[src/rtl/onehot_bit_walker_if.sv]
// rtl/onehot_bit_walker_if.sv - mask-in / one-hot-out handshake bundle for onehot_bit_walker
interface onehot_bit_walker_if #(
  parameter int Width    = 32,
  parameter int IdxWidth = $clog2(Width)
);
  logic [Width-1:0]    mask;
  logic                mask_valid;
  logic                mask_ready;
  logic [Width-1:0]    onehot;
  logic [IdxWidth-1:0] idx;
  logic                last;
  logic                out_valid;
  logic                out_ready;

  modport master (
    output mask, mask_valid, out_ready,
    input  mask_ready, onehot, idx, last, out_valid
  );

  modport slave (
    input  mask, mask_valid, out_ready,
    output mask_ready, onehot, idx, last, out_valid
  );
endinterface

[src/rtl/onehot_bit_walker.sv]
// rtl/onehot_bit_walker.sv - serialises a multi-bit mask into LSB-first one-hot beats
// One mask in flight at a time; clear_i aborts the walk without a done pulse.
module onehot_bit_walker #(
  parameter int Width    = 32,
  parameter int IdxWidth = $clog2(Width),
  parameter int CntWidth = $clog2(Width + 1)
) (
  input  logic                 clk_i,
  input  logic                 rst_ni,
  input  logic                 clear_i,
  onehot_bit_walker_if.slave   bus,
  output logic                 done_o,
  output logic                 busy_o,
  output logic [CntWidth-1:0]  count_o
);

  typedef enum logic {IDLE, WALK} state_e;

  state_e              state_q, state_d;
  logic [Width-1:0]    pending_q, pending_d;
  logic [CntWidth-1:0] count_q, count_d;
  logic                done_q, done_d;

  logic [Width-1:0]    lowbit;
  logic [IdxWidth-1:0] low_idx;
  logic                single;

  // Two's-complement trick isolates the lowest set bit; x & (x-1) == 0 means one bit left.
  assign lowbit = pending_q & (~pending_q + Width'(1));
  assign single = ((pending_q & (pending_q - Width'(1))) == '0);

  always_comb begin
    low_idx = '0;
    for (int i = 0; i < Width; i++) begin
      if (lowbit[i]) low_idx = IdxWidth'(i);
    end
  end

  always_comb begin
    state_d   = state_q;
    pending_d = pending_q;
    count_d   = count_q;
    done_d    = 1'b0;

    case (state_q)
      IDLE: begin
        if (bus.mask_valid) begin
          pending_d = bus.mask;
          count_d   = '0;
          if (bus.mask != '0) state_d = WALK;
          else                done_d  = 1'b1;
        end
      end
      WALK: begin
        if (bus.out_ready) begin
          pending_d = pending_q & ~lowbit;
          count_d   = count_q + CntWidth'(1);
          if (single) begin
            state_d = IDLE;
            done_d  = 1'b1;
          end
        end
      end
      default: state_d = IDLE;
    endcase

    if (clear_i) begin
      state_d   = IDLE;
      pending_d = '0;
      count_d   = count_q;
      done_d    = 1'b0;
    end
  end

  always_ff @(posedge clk_i or negedge rst_ni) begin
    if (!rst_ni) begin
      state_q   <= IDLE;
      pending_q <= '0;
      count_q   <= '0;
      done_q    <= 1'b0;
    end else begin
      state_q   <= state_d;
      pending_q <= pending_d;
      count_q   <= count_d;
      done_q    <= done_d;
    end
  end

  assign bus.mask_ready = (state_q == IDLE);
  assign bus.out_valid  = (state_q == WALK);
  assign bus.onehot     = (state_q == WALK) ? lowbit : '0;
  assign bus.idx        = (state_q == WALK) ? low_idx : '0;
  assign bus.last       = (state_q == WALK) && single;
  assign done_o         = done_q;
  assign busy_o         = (state_q != IDLE);
  assign count_o        = count_q;

endmodule

[src/flat_wrapper.sv]
// flat-port wrapper written by rule: the top's interface ports become plain ports
module onehot_bit_walker_flat 
#(
  parameter int Width    = 32,
  parameter int IdxWidth = $clog2(Width),
  parameter int CntWidth = $clog2(Width + 1)
)
  (clk_i, rst_ni, clear_i, done_o, busy_o, count_o, bus_mask, bus_mask_valid, bus_out_ready, bus_mask_ready, bus_onehot, bus_idx, bus_last, bus_out_valid);
  onehot_bit_walker_if #(.Width(Width), .IdxWidth(IdxWidth)) bus_i ();
  input  logic clk_i;
  input  logic rst_ni;
  input  logic clear_i;
  output logic done_o;
  output logic busy_o;
  output logic [CntWidth-1:0] count_o;
  input wire logic [$bits(bus_i.mask)-1:0] bus_mask;
  input wire logic [$bits(bus_i.mask_valid)-1:0] bus_mask_valid;
  input wire logic [$bits(bus_i.out_ready)-1:0] bus_out_ready;
  output wire logic [$bits(bus_i.mask_ready)-1:0] bus_mask_ready;
  output wire logic [$bits(bus_i.onehot)-1:0] bus_onehot;
  output wire logic [$bits(bus_i.idx)-1:0] bus_idx;
  output wire logic [$bits(bus_i.last)-1:0] bus_last;
  output wire logic [$bits(bus_i.out_valid)-1:0] bus_out_valid;
  assign bus_i.mask = bus_mask;
  assign bus_i.mask_valid = bus_mask_valid;
  assign bus_i.out_ready = bus_out_ready;
  assign bus_mask_ready = bus_i.mask_ready;
  assign bus_onehot = bus_i.onehot;
  assign bus_idx = bus_i.idx;
  assign bus_last = bus_i.last;
  assign bus_out_valid = bus_i.out_valid;
  onehot_bit_walker #(.Width(Width), .IdxWidth(IdxWidth), .CntWidth(CntWidth)) u_core (.clk_i(clk_i), .rst_ni(rst_ni), .clear_i(clear_i), .bus(bus_i), .done_o(done_o), .busy_o(busy_o), .count_o(count_o));
endmodule
[config.mk]
export PLATFORM = sky130hd
export DESIGN_NAME = onehot_bit_walker_flat
export DESIGN_NICKNAME = d
export VERILOG_FILES = /design/src/rtl/onehot_bit_walker_if.sv /design/src/rtl/onehot_bit_walker.sv /design/src/flat_wrapper.sv
export SDC_FILE = /design/constraint.sdc
export NUM_CORES = 1
export LEC_CHECK = 0
export CORE_ASPECT_RATIO = 0.7
export CORE_MARGIN = 8
export CORE_UTILIZATION = 48
export DETAILED_ROUTE_END_ITERATION = 7
export PLACE_DENSITY_LB_ADDON = 0.25
export SLEW_MARGIN = 20
export SYNTH_ARGS = -nofsm -noshare
export SYNTH_HDL_FRONTEND = slang
export SYNTH_SLANG_ARGS = --single-unit
[constraint.sdc]
create_clock -name clk_i -period 3.18 [get_ports clk_i]
set_clock_uncertainty 0.2 [all_clocks]
set_input_delay 0.318 -clock clk_i [delete_from_list [all_inputs] [get_ports clk_i]]
set_output_delay 0.318 -clock clk_i [all_outputs]
set_load 0.01 [all_outputs]
==> results of run 1 <==
-- state kept, by name, summed over array words and instances, names as in the netlist --
register,cells
u_core.pending_q,32
u_core.count_o,6
u_core.bus.out_valid,1
u_core.done_o,1
-- synthesized netlist by cell type (2+ instances only) --
master | instances | area, um2
sky130_fd_sc_hd__buf_2 | 2 | 10.0
sky130_fd_sc_hd__nand2_1 | 22 | 82.6
sky130_fd_sc_hd__or2_2 | 2 | 12.5
sky130_fd_sc_hd__or3_1 | 7 | 43.8
sky130_fd_sc_hd__nor3_1 | 23 | 115
sky130_fd_sc_hd__o21ai_0 | 48 | 240
sky130_fd_sc_hd__dfrtp_1 | 40 | 1000
sky130_fd_sc_hd__nor4_1 | 19 | 119
sky130_fd_sc_hd__nor2_1 | 31 | 116
sky130_fd_sc_hd__and3_1 | 26 | 163
sky130_fd_sc_hd__o2111ai_1 | 2 | 17.5
sky130_fd_sc_hd__clkbuf_1 | 26 | 97.6
sky130_fd_sc_hd__nand4_1 | 6 | 37.5
sky130_fd_sc_hd__nand2b_1 | 2 | 12.5
sky130_fd_sc_hd__inv_1 | 7 | 26.3
sky130_fd_sc_hd__and2_1 | 3 | 18.8
sky130_fd_sc_hd__nor2b_1 | 3 | 18.8
sky130_fd_sc_hd__maj3_1 | 3 | 30.0
sky130_fd_sc_hd__a22o_1 | 32 | 280
sky130_fd_sc_hd__a2111o_1 | 2 | 22.5
sky130_fd_sc_hd__o41a_1 | 2 | 22.5
sky130_fd_sc_hd__or4_1 | 2 | 15.0
sky130_fd_sc_hd__a21oi_1 | 9 | 45.0
sky130_fd_sc_hd__buf_6 | 2 | 22.5
sky130_fd_sc_hd__nor4_4 | 2 | 42.5
sky130_fd_sc_hd__nand3_1 | 5 | 25.0
sky130_fd_sc_hd__mux2i_1 | 3 | 30.0
sky130_fd_sc_hd__a31oi_1 | 4 | 25.0
sky130_fd_sc_hd__o32a_1 | 2 | 20.0
sky130_fd_sc_hd__a211oi_1 | 3 | 22.5
sky130_fd_sc_hd__and4b_1 | 2 | 20.0
-- per-layer routing --
layer,global-route usage,vias up,part of all wire
met4,0.0735,0,0.019
met3,0.0830,28,0.14
li1,-,1672,-
met2,0.388,279,0.43
met5,0,-,0
met1,0.376,1819,0.42
-- per-stage QoR --
stage                     area [um2]  std cells  power, mW  hold slack [ns]  worst slack (ns)
final                           4810        587       2.16            0.348            -0.213
after global placement          4360        572       1.44            0.305            -0.362
after CTS                       4630        584       2.07            0.357            -0.242
after floorplan                 2910        357       1.01           -0.178             0.147
after global routing            4810        587       2.26            0.383            -0.256
after detailed placement        4360        572       1.45            0.299            -0.417
-- layout make-up --
| type | instances | area (um2) | area share |
|---|---|---|---|
| flip-flops and latches | 40 | 1000 | 0.209 |
| clock inverters | 3 | 90.1 | 0.0187 |
| well taps | 75 | 93.8 | 0.0195 |
| multi-input cells | 279 | 1960 | 0.408 |
| inverters | 7 | 26.3 | 0.00547 |
| repair buffers | 178 | 1560 | 0.325 |
| clock buffers | 5 | 68.8 | 0.0143 |
-- worst register-to-register path: cells and delay by family, from the launching register on --
kind,cells,cell delay (ns)
buf+inv,3,0.46
flops,1,0.42
simple gates,6,1.41
compound gates,1,0.27
-- repair_timing --
item	4_1_cts	5_1_grt
hold endpoints to repair	40	0
buffers inserted	3	3
hold buffers	1	0
pin swaps	9	9
gates resized for setup	49	37
cloned	0	0
endpoints found under the setup margin	16	22
-- power by group through the flow --
stage | Sequential (mW) | Clock (mW) | Combinational (mW)
2_1_floorplan | 0.635 | 0 | 0.373
3_3_place_gp | 0.629 | 0 | 0.806
3_5_place_dp | 0.633 | 0 | 0.812
4_1_cts | 0.626 | 0.586 | 0.862
5_1_grt | 0.639 | 0.606 | 1.01
6_report | 0.632 | 0.583 | 0.945
-- logic make-up after synthesis --
family / synth area share
AO/OA/AOI/OAI: 0.272
multiplexers: 0.0103
adder cells (fa/ha/maj): 0.0146
buffers and inverters: 0.0562
flip-flops: 0.343
AND/OR/NAND/NOR: 0.303
-- final timing paths --
path	startpoint	to	slack, ns	cells past startpoint
max in group asynchronous	rst_ni	u_core.pending_q[16]$_DFFE_PN0P_	1.67	2
setup / recovery	u_core.pending_q[9]$_DFFE_PN0P_	bus_last	-0.21	10
hold reg to reg	u_core.count_o[1]$_DFFE_PN0P_	u_core.count_o[1]$_DFFE_PN0P_	0.35	2
hold / removal	u_core.count_o[1]$_DFFE_PN0P_	u_core.count_o[1]$_DFFE_PN0P_	0.35	2
min in group asynchronous	rst_ni	u_core.pending_q[18]$_DFFE_PN0P_	0.49	2
setup reg to reg	u_core.pending_q[9]$_DFFE_PN0P_	u_core.bus.out_valid$_DFF_PN0_	0.31	10
==> reports/qor.txt, run 1 <==
SYNTHESIS
-------------------------------------------------------------------------------------
Number of flip-flops and latches in the synthesized netlist                        40
Post-synthesis cell count                                                         357
Count of flip-flops with a built-in enable after synthesis                          0
YS warnings                                                                         0
Ys async rst share                                                               1.00
Ys flop type                                                             sky130_fd_sc_hd__dfrtp_1
Syn Nets                                                                          395
Mapped cell area                                                          0.00291 mm2
Fraction of the yosys area taken by sequential cells                            0.343
Syn avg cell area                                                            8.16 um2
Synth unique cells                                                                 46

CLOCKING
-------------------------------------------------------------------------------------
Clock tree from TritonCTS                                                       built
Clock sink count                                                                   40
CTS buffer count                                                                    5
Maximum level of the CTS H-tree                                                     2
Root Buffer Master                                                       sky130_fd_sc_hd__clkbuf_8
Maximum buffer depth of the clock tree                                              2
Later-pin clock latency in the skew report                                    0.30 ns
Clock transition at path regs                                                 0.09 ns

DETAILED ROUTING
-------------------------------------------------------------------------------------
Remaining DRCs                                                                      0
Post-DR vias/cell                                                                6.47
Wire per inst                                                                 20.9 um
Post-route antenna net violation count                                              0
Total number of vias                                                            3,798
Sum of routed wire length over all layers                                   12,300 um
Initial DRC Count                                                                 336
Number of detailed-route iterations in the first pass                               5

JOB
-------------------------------------------------------------------------------------
Number of max-capacitance violations reported                                       0

TIMING
-------------------------------------------------------------------------------------
Max-Slew Margin vs Limit                                                        0.395
Minimum period implied by the final worst setup slack                         3.39 ns
Max Clock Freq                                                                295 MHz
Setup repair after global routing missed its margin                              true
Final hold violation count                                                          0
Smallest setup slack after layout                                           -0.213 ns
Tightest Pin Transition                                                      0.907 ns
Share of the clock period used by the worst path after layout                    1.07
Setup violation total in the final timing report                                    2
Fin. max-slew vios                                                                  0
Setup TNS                                                                   -0.264 ns

FLOORPLANNING
-------------------------------------------------------------------------------------
Initial core utilization                                                        0.504
Width of the die                                                               109 um
Row Count                                                                          23
Floorplan Core Area                                                       0.00578 mm2
Die area                                                                  0.00886 mm2
Top Ports                                                                          85
Die Y                                                                         81.2 um

POWER AND IR DROP
-------------------------------------------------------------------------------------
Pwr Density                                                                450 mW/mm2
Switching power share of the total                                              0.339
Leakage component of the power                                                2.31 nW
Portion of total power attributed to the clock network                          0.270
Power Internal                                                                1.43 mW
Combinational Power Share                                                       0.437
Sequential power share                                                          0.293
Maximum vdd ir drop                                                          0.272 mV
Power spent charging and discharging nets                                    0.732 mW

SETUP PATH
-------------------------------------------------------------------------------------
Worst Setup End Kind                                                       output pin
Launching element type of the critical path                                  register
Slowest stage delay, CP                                                       0.42 ns
Required @ worst endpoint                                                     2.66 ns
Most common cell on crit path                                            sky130_fd_sc_hd__buf_6
Series of cell instances along the critical path                         nor4_4, buf_4, nand3_4, buf_6, buf_12, or3_4, nor3_1, o32a_1, and3_4, buf_6
Slowest cell on the critical path                                        sky130_fd_sc_hd__dfrtp_1
Critical path buffers and inverters                                                 4
Critical path data arrival time                                               2.88 ns
CP Class                                                                 register to output pin
Crit path max fanout                                                               17
Family of cells with the greatest summed delay on the critical path      simple AND/OR/NAND/NOR gates

CELLS AND AREA
-------------------------------------------------------------------------------------
Net count, final                                                                  549
Most frequent standard cell in the layout excluding fill and tap cells   sky130_fd_sc_hd__buf_4
Fill cell instance count of the final layout                                      351
Ratio of cells with drive above 1 in the final layout                           0.289
Antenna diodes                                                                      0
Area added between synthesis and finish                                         64.9%
Commonest non-fill, non-tap cells in the layout                          sky130_fd_sc_hd__buf_4 (90), sky130_fd_sc_hd__clkdlybuf4s50_1 (63), sky130_fd_sc_hd__o21ai_0 (45)
Share of the core filled with cells in the final layout                         0.831

GLOBAL ROUTE
-------------------------------------------------------------------------------------
Vias in the first global route                                                  3,588
Total routing resource utilization after global routing                         0.268
Antenna violations before repair                                                    0
Pin count of the biggest net entering global routing                               41
Wire length of the first global-routing pass                                18,700 um
Total grt overflow                                                                  0

RUN STATUS
-------------------------------------------------------------------------------------
Failing checks                                                           setup timing
Run status                                                               finished with violations

PLACED DESIGN
-------------------------------------------------------------------------------------
Post-detail-place hpwl                                                        8820 um
Port buffer count                                                                  84
Placer's final routability congestion estimate                                  0.977

HOLD PATH
-------------------------------------------------------------------------------------
Worst hold-check path type                                               register to register

Power figures use the tool's default switching activity.
==> run 2, diff against run 1 <==
CORE_UTILIZATION = 42   (was 48)
DONT_BUFFER_PORTS = 1   (was not set)
==> run 2 against run 1 <==
  * The run still ends with setup timing left
  * First-iteration DRC count fell by 5.7%
  * Maximum frequency rose by 5.2%
  * Utilization shrank 26 points
  * Die area is 12% higher
  * Global-route usage is 4.4 points lower
  * Combinational power fell by 31%
  * Worst hold slack worse by 0.33 ns
  * Design area fell by 20%
  * Register-to-register slack improved by 0.07 ns
  * Highest routed layer unchanged
==> reports/qor.txt, run 2 (synthesis results as in run 1) <==
DETAILED ROUTING
-------------------------------------------------------------------------------------
Post-DR vias/cell                                                                6.36
Sum of routed wire length over all layers                                   11,000 um
Initial DRC Count                                                                 317
Post-route antenna net violation count                                              0
Total number of vias                                                            3,256
Wire per inst                                                                 21.5 um
Number of detailed-route iterations in the first pass                               7
Remaining DRCs                                                                      0

GLOBAL ROUTE
-------------------------------------------------------------------------------------
Wire length of the first global-routing pass                                17,600 um
Vias in the first global route                                                  3,126
Total routing resource utilization after global routing                         0.225
Antenna violations before repair                                                    1
Total grt overflow                                                                  0
Pin count of the biggest net entering global routing                               41

CELLS AND AREA
-------------------------------------------------------------------------------------
Most frequent standard cell in the layout excluding fill and tap cells   sky130_fd_sc_hd__o21ai_0
Net count, final                                                                  454
Area added between synthesis and finish                                         31.9%
Commonest non-fill, non-tap cells in the layout                          sky130_fd_sc_hd__o21ai_0 (47), sky130_fd_sc_hd__buf_4 (45), sky130_fd_sc_hd__dfrtp_1 (38)
Share of the core filled with cells in the final layout                         0.571
Register containing the most flip-flops in the final layout              u_core.pending_q
Ratio of cells with drive above 1 in the final layout                           0.197
Max reg flops                                                                      32

CLOCKING
-------------------------------------------------------------------------------------
Clock transition at path regs                                                 0.09 ns
Maximum level of the CTS H-tree                                                     2
Maximum buffer depth of the clock tree                                              2
Clock tree from TritonCTS                                                       built
Later-pin clock latency in the skew report                                    0.30 ns
Root Buffer Master                                                       sky130_fd_sc_hd__clkbuf_8
CTS buffer count                                                                    5
Clock sink count                                                                   40

TIMING
-------------------------------------------------------------------------------------
Setup TNS                                                                  -0.0446 ns
Smallest setup slack after layout                                          -0.0446 ns
Final hold violation count                                                          0
Max Clock Freq                                                                310 MHz
Setup violation total in the final timing report                                    1
Max-Slew Margin vs Limit                                                        0.637
Fin. max-slew vios                                                                  0
Setup repair after global routing missed its margin                              true
Share of the clock period used by the worst path after layout                    1.01
Minimum period implied by the final worst setup slack                         3.22 ns
Tightest Pin Transition                                                      0.540 ns

SETUP PATH
-------------------------------------------------------------------------------------
Reg2Reg Launch Point                                                     u_core.pending_q[17]$_DFFE_PN0P_
Worst Setup End Kind                                                       output pin
Crit path max fanout                                                                3
CP Class                                                                 register to output pin
End of the worst register-to-register path                               u_core.bus.out_valid$_DFF_PN0_
Worst Reg-to-Reg Cells                                                              7
Worst-case register-to-register setup slack                                   0.38 ns
Critical path data arrival time                                               2.71 ns
Launching element type of the critical path                                  register
Required @ worst endpoint                                                     2.66 ns

RUN STATUS
-------------------------------------------------------------------------------------
Failing checks                                                           setup timing
Run status                                                               finished with violations

PLACED DESIGN
-------------------------------------------------------------------------------------
Port buffer count                                                                   0
Post-detail-place hpwl                                                        7840 um
Placer's final routability congestion estimate                                  0.943

POWER AND IR DROP
-------------------------------------------------------------------------------------
Maximum vdd ir drop                                                          0.274 mV
Total design power                                                            1.75 mW
Leakage component of the power                                                1.67 nW
Pwr Density                                                                455 mW/mm2

FLOORPLANNING
-------------------------------------------------------------------------------------
Row Count                                                                          25
Floorplan Core Area                                                       0.00673 mm2
Die area                                                                  0.00990 mm2
Top Ports                                                                          85
Width of the die                                                               116 um
Die Y                                                                         85.7 um
Initial core utilization                                                        0.433

HOLD PATH
-------------------------------------------------------------------------------------
Launch point of the worst hold path                                           clear_i
Worst hold-check path type                                               input port to register
End point of the worst hold path                                         u_core.bus.out_valid$_DFF_PN0_
Cell depth of the worst hold path                                                   2

JOB
-------------------------------------------------------------------------------------
Number of max-capacitance violations reported                                       0

## run 2: cell types whose count changed in the layout (fill, tap and decap cells not counted), moves of 4 or more
cell                              previous run  this run
sky130_fd_sc_hd__nor2_1                     25        29
sky130_fd_sc_hd__buf_4                      90        45
sky130_fd_sc_hd__nor3_1                     17        21
sky130_fd_sc_hd__dlymetal6s2s_1              8         0
sky130_fd_sc_hd__dlygate4sd2_1               6         0
sky130_fd_sc_hd__dlygate4sd3_1               1        36
sky130_fd_sc_hd__clkdlybuf4s50_1            63         0
## run 2: timing repair
action | CTS | global route
endpoints found under the setup margin | 3 | 3
gates resized for setup | 17 | 6
hold endpoints to repair | 73 | 0
pin swaps | 8 | 2
buffers inserted | 5 | 1
hold buffers | 37 | 0
## run 2: through the flow
| step | instance area [um2] | std cells | hold WS [ns] | setup slack (ns) |
|---|---|---|---|---|
| floorplan | 2910 | 357 | -0.178 | 0.147 |
| global placement | 3200 | 460 | -0.176 | 0.0918 |
| detailed placement | 3200 | 460 | -0.176 | 0.0398 |
| CTS | 3810 | 510 | 0.00883 | -0.0244 |
| global route | 3840 | 512 | 0.0125 | -0.187 |
| finish | 3840 | 512 | 0.0147 | -0.0446 |
## run 2: metal layers
metal / share of wire / track usage / routed length [um] / vias up
met5: 0 / 0 / 0 / -
met4: 0.013 / 0.0451 / 138 / 0
met3: 0.13 / 0.0891 / 1480 / 14
met2: 0.40 / 0.301 / 4370 / 185
met1: 0.46 / 0.326 / 5030 / 1572
li1: - / - / - / 1485
## run 2: final cells by class
cell class | instances | area, um2
tap | 94 | 118
timing repair buffer | 83 | 729
fill | 597 | 2880
clock inverter | 3 | 46.3
multi-input combinational | 279 | 1850
clock buffer | 5 | 68.8
antenna | 1 | 2.50
inverter | 7 | 26.3
sequential | 40 | 1000
## run 2: power by group
part	switching (mW)	internal [mW]	total, mW
Sequential	0.0942	0.560	0.654
Combinational	0.362	0.292	0.653
Clock	0.203	0.237	0.439
## run 2: worst max-delay path by stage
stage	from	slack, ns	endpoint
final	u_core.pending_q[17]$_DFFE_PN0P_	-0.04	bus_last
after global routing	u_core.pending_q[15]$_DFFE_PN0P_	-0.19	bus_last
after CTS	u_core.pending_q[19]$_DFFE_PN0P_	-0.02	bus_last
after detailed placement	u_core.pending_q[5]$_DFFE_PN0P_	0.04	bus_last
after global placement	u_core.pending_q[5]$_DFFE_PN0P_	0.09	bus_last
after floorplan	u_core.pending_q[3]$_DFFE_PN0P_	0.15	bus_last
## run 2: critical path, stage by stage, from the launching register on
cell                        delay (ns)
sky130_fd_sc_hd__dfrtp_1          0.44
sky130_fd_sc_hd__or4_4            0.54
sky130_fd_sc_hd__maj3_2           0.33
sky130_fd_sc_hd__o32ai_2          0.30
sky130_fd_sc_hd__o2111ai_2        0.20
sky130_fd_sc_hd__a2111oi_4        0.36
sky130_fd_sc_hd__and3_4           0.25
==> RTL edit 1: new RTL, config.mk and constraints of run 2 <==
`Width` is set to 32 in 3 places; all go to 16.
--- a/src/rtl/onehot_bit_walker_if.sv
+++ b/src/rtl/onehot_bit_walker_if.sv
@@ -1,6 +1,6 @@
 // rtl/onehot_bit_walker_if.sv - mask-in / one-hot-out handshake bundle for onehot_bit_walker
 interface onehot_bit_walker_if #(
-  parameter int Width    = 32,
+  parameter int Width    = 16,
   parameter int IdxWidth = $clog2(Width)
 );
   logic [Width-1:0]    mask;
--- a/src/rtl/onehot_bit_walker.sv
+++ b/src/rtl/onehot_bit_walker.sv
@@ -1,7 +1,7 @@
 // rtl/onehot_bit_walker.sv - serialises a multi-bit mask into LSB-first one-hot beats
 // One mask in flight at a time; clear_i aborts the walk without a done pulse.
 module onehot_bit_walker #(
-  parameter int Width    = 32,
+  parameter int Width    = 16,
   parameter int IdxWidth = $clog2(Width),
   parameter int CntWidth = $clog2(Width + 1)
 ) (
--- a/src/flat_wrapper.sv
+++ b/src/flat_wrapper.sv
@@ -1,7 +1,7 @@
 // flat-port wrapper written by rule: the top's interface ports become plain ports
 module onehot_bit_walker_flat 
 #(
-  parameter int Width    = 32,
+  parameter int Width    = 16,
   parameter int IdxWidth = $clog2(Width),
   parameter int CntWidth = $clog2(Width + 1)
 )
Ports: changed (resized bus_idx, bus_mask, bus_onehot and count_o); port bits go from 85 to 51. No check against the original RTL was run, so the function may have changed too.
==> RTL edit 1 against run 2 <==
Routed wire length down 53%. Total power down 49%. Critical path type is now flip-flop to flip-flop. Area after synthesis down 44%. Hold slack worse by 0.011 ns. Combinational power down 55%. Setup slack better by 0.17 ns. Die area down 37%. Cell area down 51%. Sequential cell count down 17.
==> RTL edit 1: results <==
metrics = {
    "setup_path": {
        "cp_slowest_cell": "dlygate4sd3_1",
        "critical_path_class": "flip-flop to flip-flop",
        "cp-endpoint": "u_core.done_o",
        "worstReg2RegStart": "u_core.pending_q[3]",
        "arrival_ns": 3.07,
        "path_max_fanout": 10,
        "r2r_slack_ns": 0.12,
    },
    "logic_synthesis": {
        "synthMuxAreaShare_pct": 1.22,
        "syn-num-nets": 212,
        "yosysWarnings": 0,
        "synth_area_per_cell_sq_um": 8.65,
        "seq_area_frac_synth_pct": 35.0,
        "synth_compound_area_share_pct": 24.2,
        "synthArstFlopShare_pct": 100,
        "synth.top_cells.by_count": "dfrtp_1, o21ai_0, nor2_1",
        "ys_top_cells_by_area": "dfrtp_1, a22o_1, o21ai_0",
        "synth_xor_area_share_pct": 0,
        "yosys.area_share.adder_pct": 1.37,
        "synth.distinct_cells": 44,
    },
    "power": {
        "ir_drop_mv": 0.301,
        "powerComb_mw": 0.292,
        "cellLeakagePower_nw": 0.775,
        "switching_share_pct": 39.0,
    },
    "grt": {
        "grt_pass1_wl_um": 8530,
        "grt_start_max_net_pins": 24,
        "grtUsageTotal_pct": 17.5,
        "grt_pass1_vias": 1576,
        "antenna_found_initial": 0,
    },
    "sta": {
        "holdWs_ns": 0.00342,
        "worst_pin_slew_ns": 0.764,
    },
    "hold_path": {
        "whs_endpoint": "u_core.pending_q[9]",
        "whs_path_depth": 1,
        "hold_start": "bus_mask[9]",
    },
    "detailed_routing": {
        "drt_iter0_markers": 240,
        "dr.pass1.iters": 5,
        "wl_um": 5220,
        "drt-vias-per-instance": 6.13,
    },
    "cts": {
        "clk_pin_slew_ns": 0.09,
        "numCtsBuffers": 3,
        "clk_latency_ns": 0.27,
        "cts_htree_levels": 1,
    },
    "placement": {
        "place_congestion": 0.947,
        "placed_cells": 232,
    },
    "cells_and_area": {
        "drive_gt1_share_pct": 9.85,
        "largest_register_ffs": 16,
        "stdcell_count": 255,
    },
    "outcome": {
        "outcome": "finished clean",
    },
}
[RTL edit 1: changes by cell type after synthesis, moves of 4 or more]
cell and change:
nand2_1 -6, a22o_1 -17, and3_1 -20, nor2_1 -13, o21ai_1 +5, nor3_1 -12
nor4_1 -13, clkbuf_1 -21, nand4_1 -4, o21ai_0 -28, dfrtp_1 -17, or3_1 -6
[RTL edit 1: stage by stage]
stage               setup WS, ns  power, mW
detailed placement         0.506      0.666
global route              0.0261      0.941
CTS                        0.121      0.882
floorplan                  0.814      0.611
finish                     0.122      0.882
global placement           0.510      0.656
[RTL edit 1: area by class of cell]
cell class                 count  area [sq um]
inverter                       6          22.5
clock buffer                   4          45.0
timing repair buffer          20           208
sequential                    23           577
multi-input combinational    150           957
tap                           52          65.1
fill                         386          1950
[RTL edit 1: per-layer routing]
layer / global-route usage [%] / part of all wire [%] / vias to the layer above
met1: 23.8 / 48 / 763
met5: 0 / 0 / -
met3: 5.26 / 8.4 / 0
met4: 1.44 / 0 / 0
met2: 27.9 / 43 / 59
li1: - / - / 741
[RTL edit 1: kinds of logic (layout without fill, tap and decap cells)]
group,count (synthesis),count (layout)
buffers and inverters,17,30
AOI/OAI and AO/OA,60,60
adders and majority gates,2,2
and+or+nand+nor,86,86
DFF,23,23
muxes,2,2
[RTL edit 1: timing repair]
item	4_1_cts	5_1_grt
hold buffers	18	1
resized for setup	0	2
endpoints found under the setup margin	0	2
buffers inserted	0	0
endpoints found under the hold margin	38	1
[RTL edit 1: worst max-delay path: cells and delay by family (launching register included)]
family / cells / cell delay (ns)
DFF: 1 / 0.52
AOI/OAI and AO/OA: 3 / 0.46
and+or+nand+nor: 3 / 1.27
buffers and inverters: 1 / 0.55
==> RTL edit 2: new RTL, flow settings as in run 2 <==
Made on the original files. Reset style: synchronous (`rst_ni`), changed in one clocked block.
--- a/src/rtl/onehot_bit_walker.sv
+++ b/src/rtl/onehot_bit_walker.sv
@@ -72,7 +72,7 @@
     end
   end
 
-  always_ff @(posedge clk_i or negedge rst_ni) begin
+  always_ff @(posedge clk_i) begin
     if (!rst_ni) begin
       state_q   <= IDLE;
       pending_q <= '0;
Formal check against the unedited RTL: differs if rst_ni is asserted again (counterexample within 4 cycles, from zero or initial values and one cycle with rst_ni low); with rst_ni held inactive, the same outputs for 4 cycles.
==> RTL edit 2 against run 2 <==
Combinational power down 46%. Count of clock-buffer cells in the layout up 3. Sequential power down 16%. Cell area down 14%. Critical path depth up 1. Routed wire length down 4.9%. Setup slack better by 0.084 ns. Die area down 2.1%. Sequential cell count unchanged. Area after synthesis down 2.4%. Total power down 28%. Critical path type unchanged. Largest power group unchanged.
==> RTL edit 2: results <==
metrics = {
    "sta": {
        "post-route-period-util_pct": 98.8,
        "max-slew-margin-rel_pct": 49.5,
        "holdWs_ns": 0.00554,
    },
    "cells_and_area": {
        "drive_gt1_share_pct": 13.2,
        "final_nets": 446,
        "stdcell_count": 503,
        "diodes": 0,
        "fillerInstances": 675,
    },
    "logic_synthesis": {
        "synth_cells": 390,
        "synth.distinct_cells": 64,
        "ys.flop_type": "dfxtp_1",
        "synth.top_cells.by_count": "nor2_1, nand2_1, dfxtp_1",
        "syn-num-nets": 428,
        "seq_area_frac_synth_pct": 28.2,
        "ys_top_cells_by_area": "dfxtp_1, nor2_1, a21oi_1",
    },
    "detailed_routing": {
        "met1_length_um": 4640,
        "wl_met2_um": 4360,
        "drt-vias-per-instance": 6.30,
        "routed.top_layer": "met4",
        "dr.pass1.iters": 5,
    },
    "setup_path": {
        "path_max_fanout": 8,
        "r2r_slack_ns": 0.49,
        "max_stage_delay_ns": 0.46,
        "reg2reg_depth": 8,
        "cp_slowest_cell": "nor4_4",
        "reg2reg_to": "u_core.bus.out_valid",
        "cp-endpoint": "bus_idx[0]",
        "cp_top_family": "simple AND/OR/NAND/NOR gates",
    },
    "grt": {
        "grtUsageTotal_pct": 20.6,
        "use_met1_pct": 29.8,
        "grt_pass1_vias": 2820,
        "grt_pass1_wl_um": 15900,
        "grt_use_met3_pct": 6.45,
        "use_met2_pct": 28.6,
        "antenna_found_initial": 0,
        "grt_start_max_net_pins": 35,
    },
    "power": {
        "p_comb_share_pct": 27.9,
        "p_int_mw": 0.827,
        "p_sw_mw": 0.438,
        "cellLeakagePower_nw": 1.22,
        "seqPwrFrac_pct": 43.3,
    },
    "placement": {
        "dpl.hpwl_um": 7710,
        "dp_worst_setup_slack_ns": 0.338,
        "placed_cells": 471,
        "place_congestion": 1.00,
    },
    "hold_path": {
        "hold_start": "bus_mask[23]",
    },
    "outcome": {
        "outcome": "finished clean",
    },
}
-- RTL edit 2: cell count changes after synthesis, moves of 13 or more --
cell and delta:
a21oi_1 +23, a22o_1 -31, and3_1 -13, dfrtp_1 -40, dfxtp_1 +40, nand2_1 +20
nor2_1 +26, o21ai_0 -25
-- RTL edit 2: logic make-up after synthesis --
group	synth area share [%]
AND/OR/NAND/NOR	35.8
flip-flops	28.2
AO/OA/AOI/OAI	24.0
adder cells (fa/ha/maj)	1.54
multiplexers	2.82
buffers and inverters	6.38
XOR/XNOR	1.23
-- RTL edit 2: final cells by class --
cell class              count  area (sq um)  area share [%]
flip-flops and latches     40           801            24.2
multi-input cells         312          1910            57.7
clock buffers               8          90.1            2.72
well taps                  94           118            3.55
repair buffers             42           368            11.1
inverters                   7          26.3           0.793
-- RTL edit 2: repair_timing --
action / 4_1_cts / 5_1_grt
buffers inserted: 0 / 3
endpoints found under the hold margin: 21 / 0
hold buffers: 21 / 0
setup endpoints to repair: 0 / 7
gates resized for setup: 0 / 8
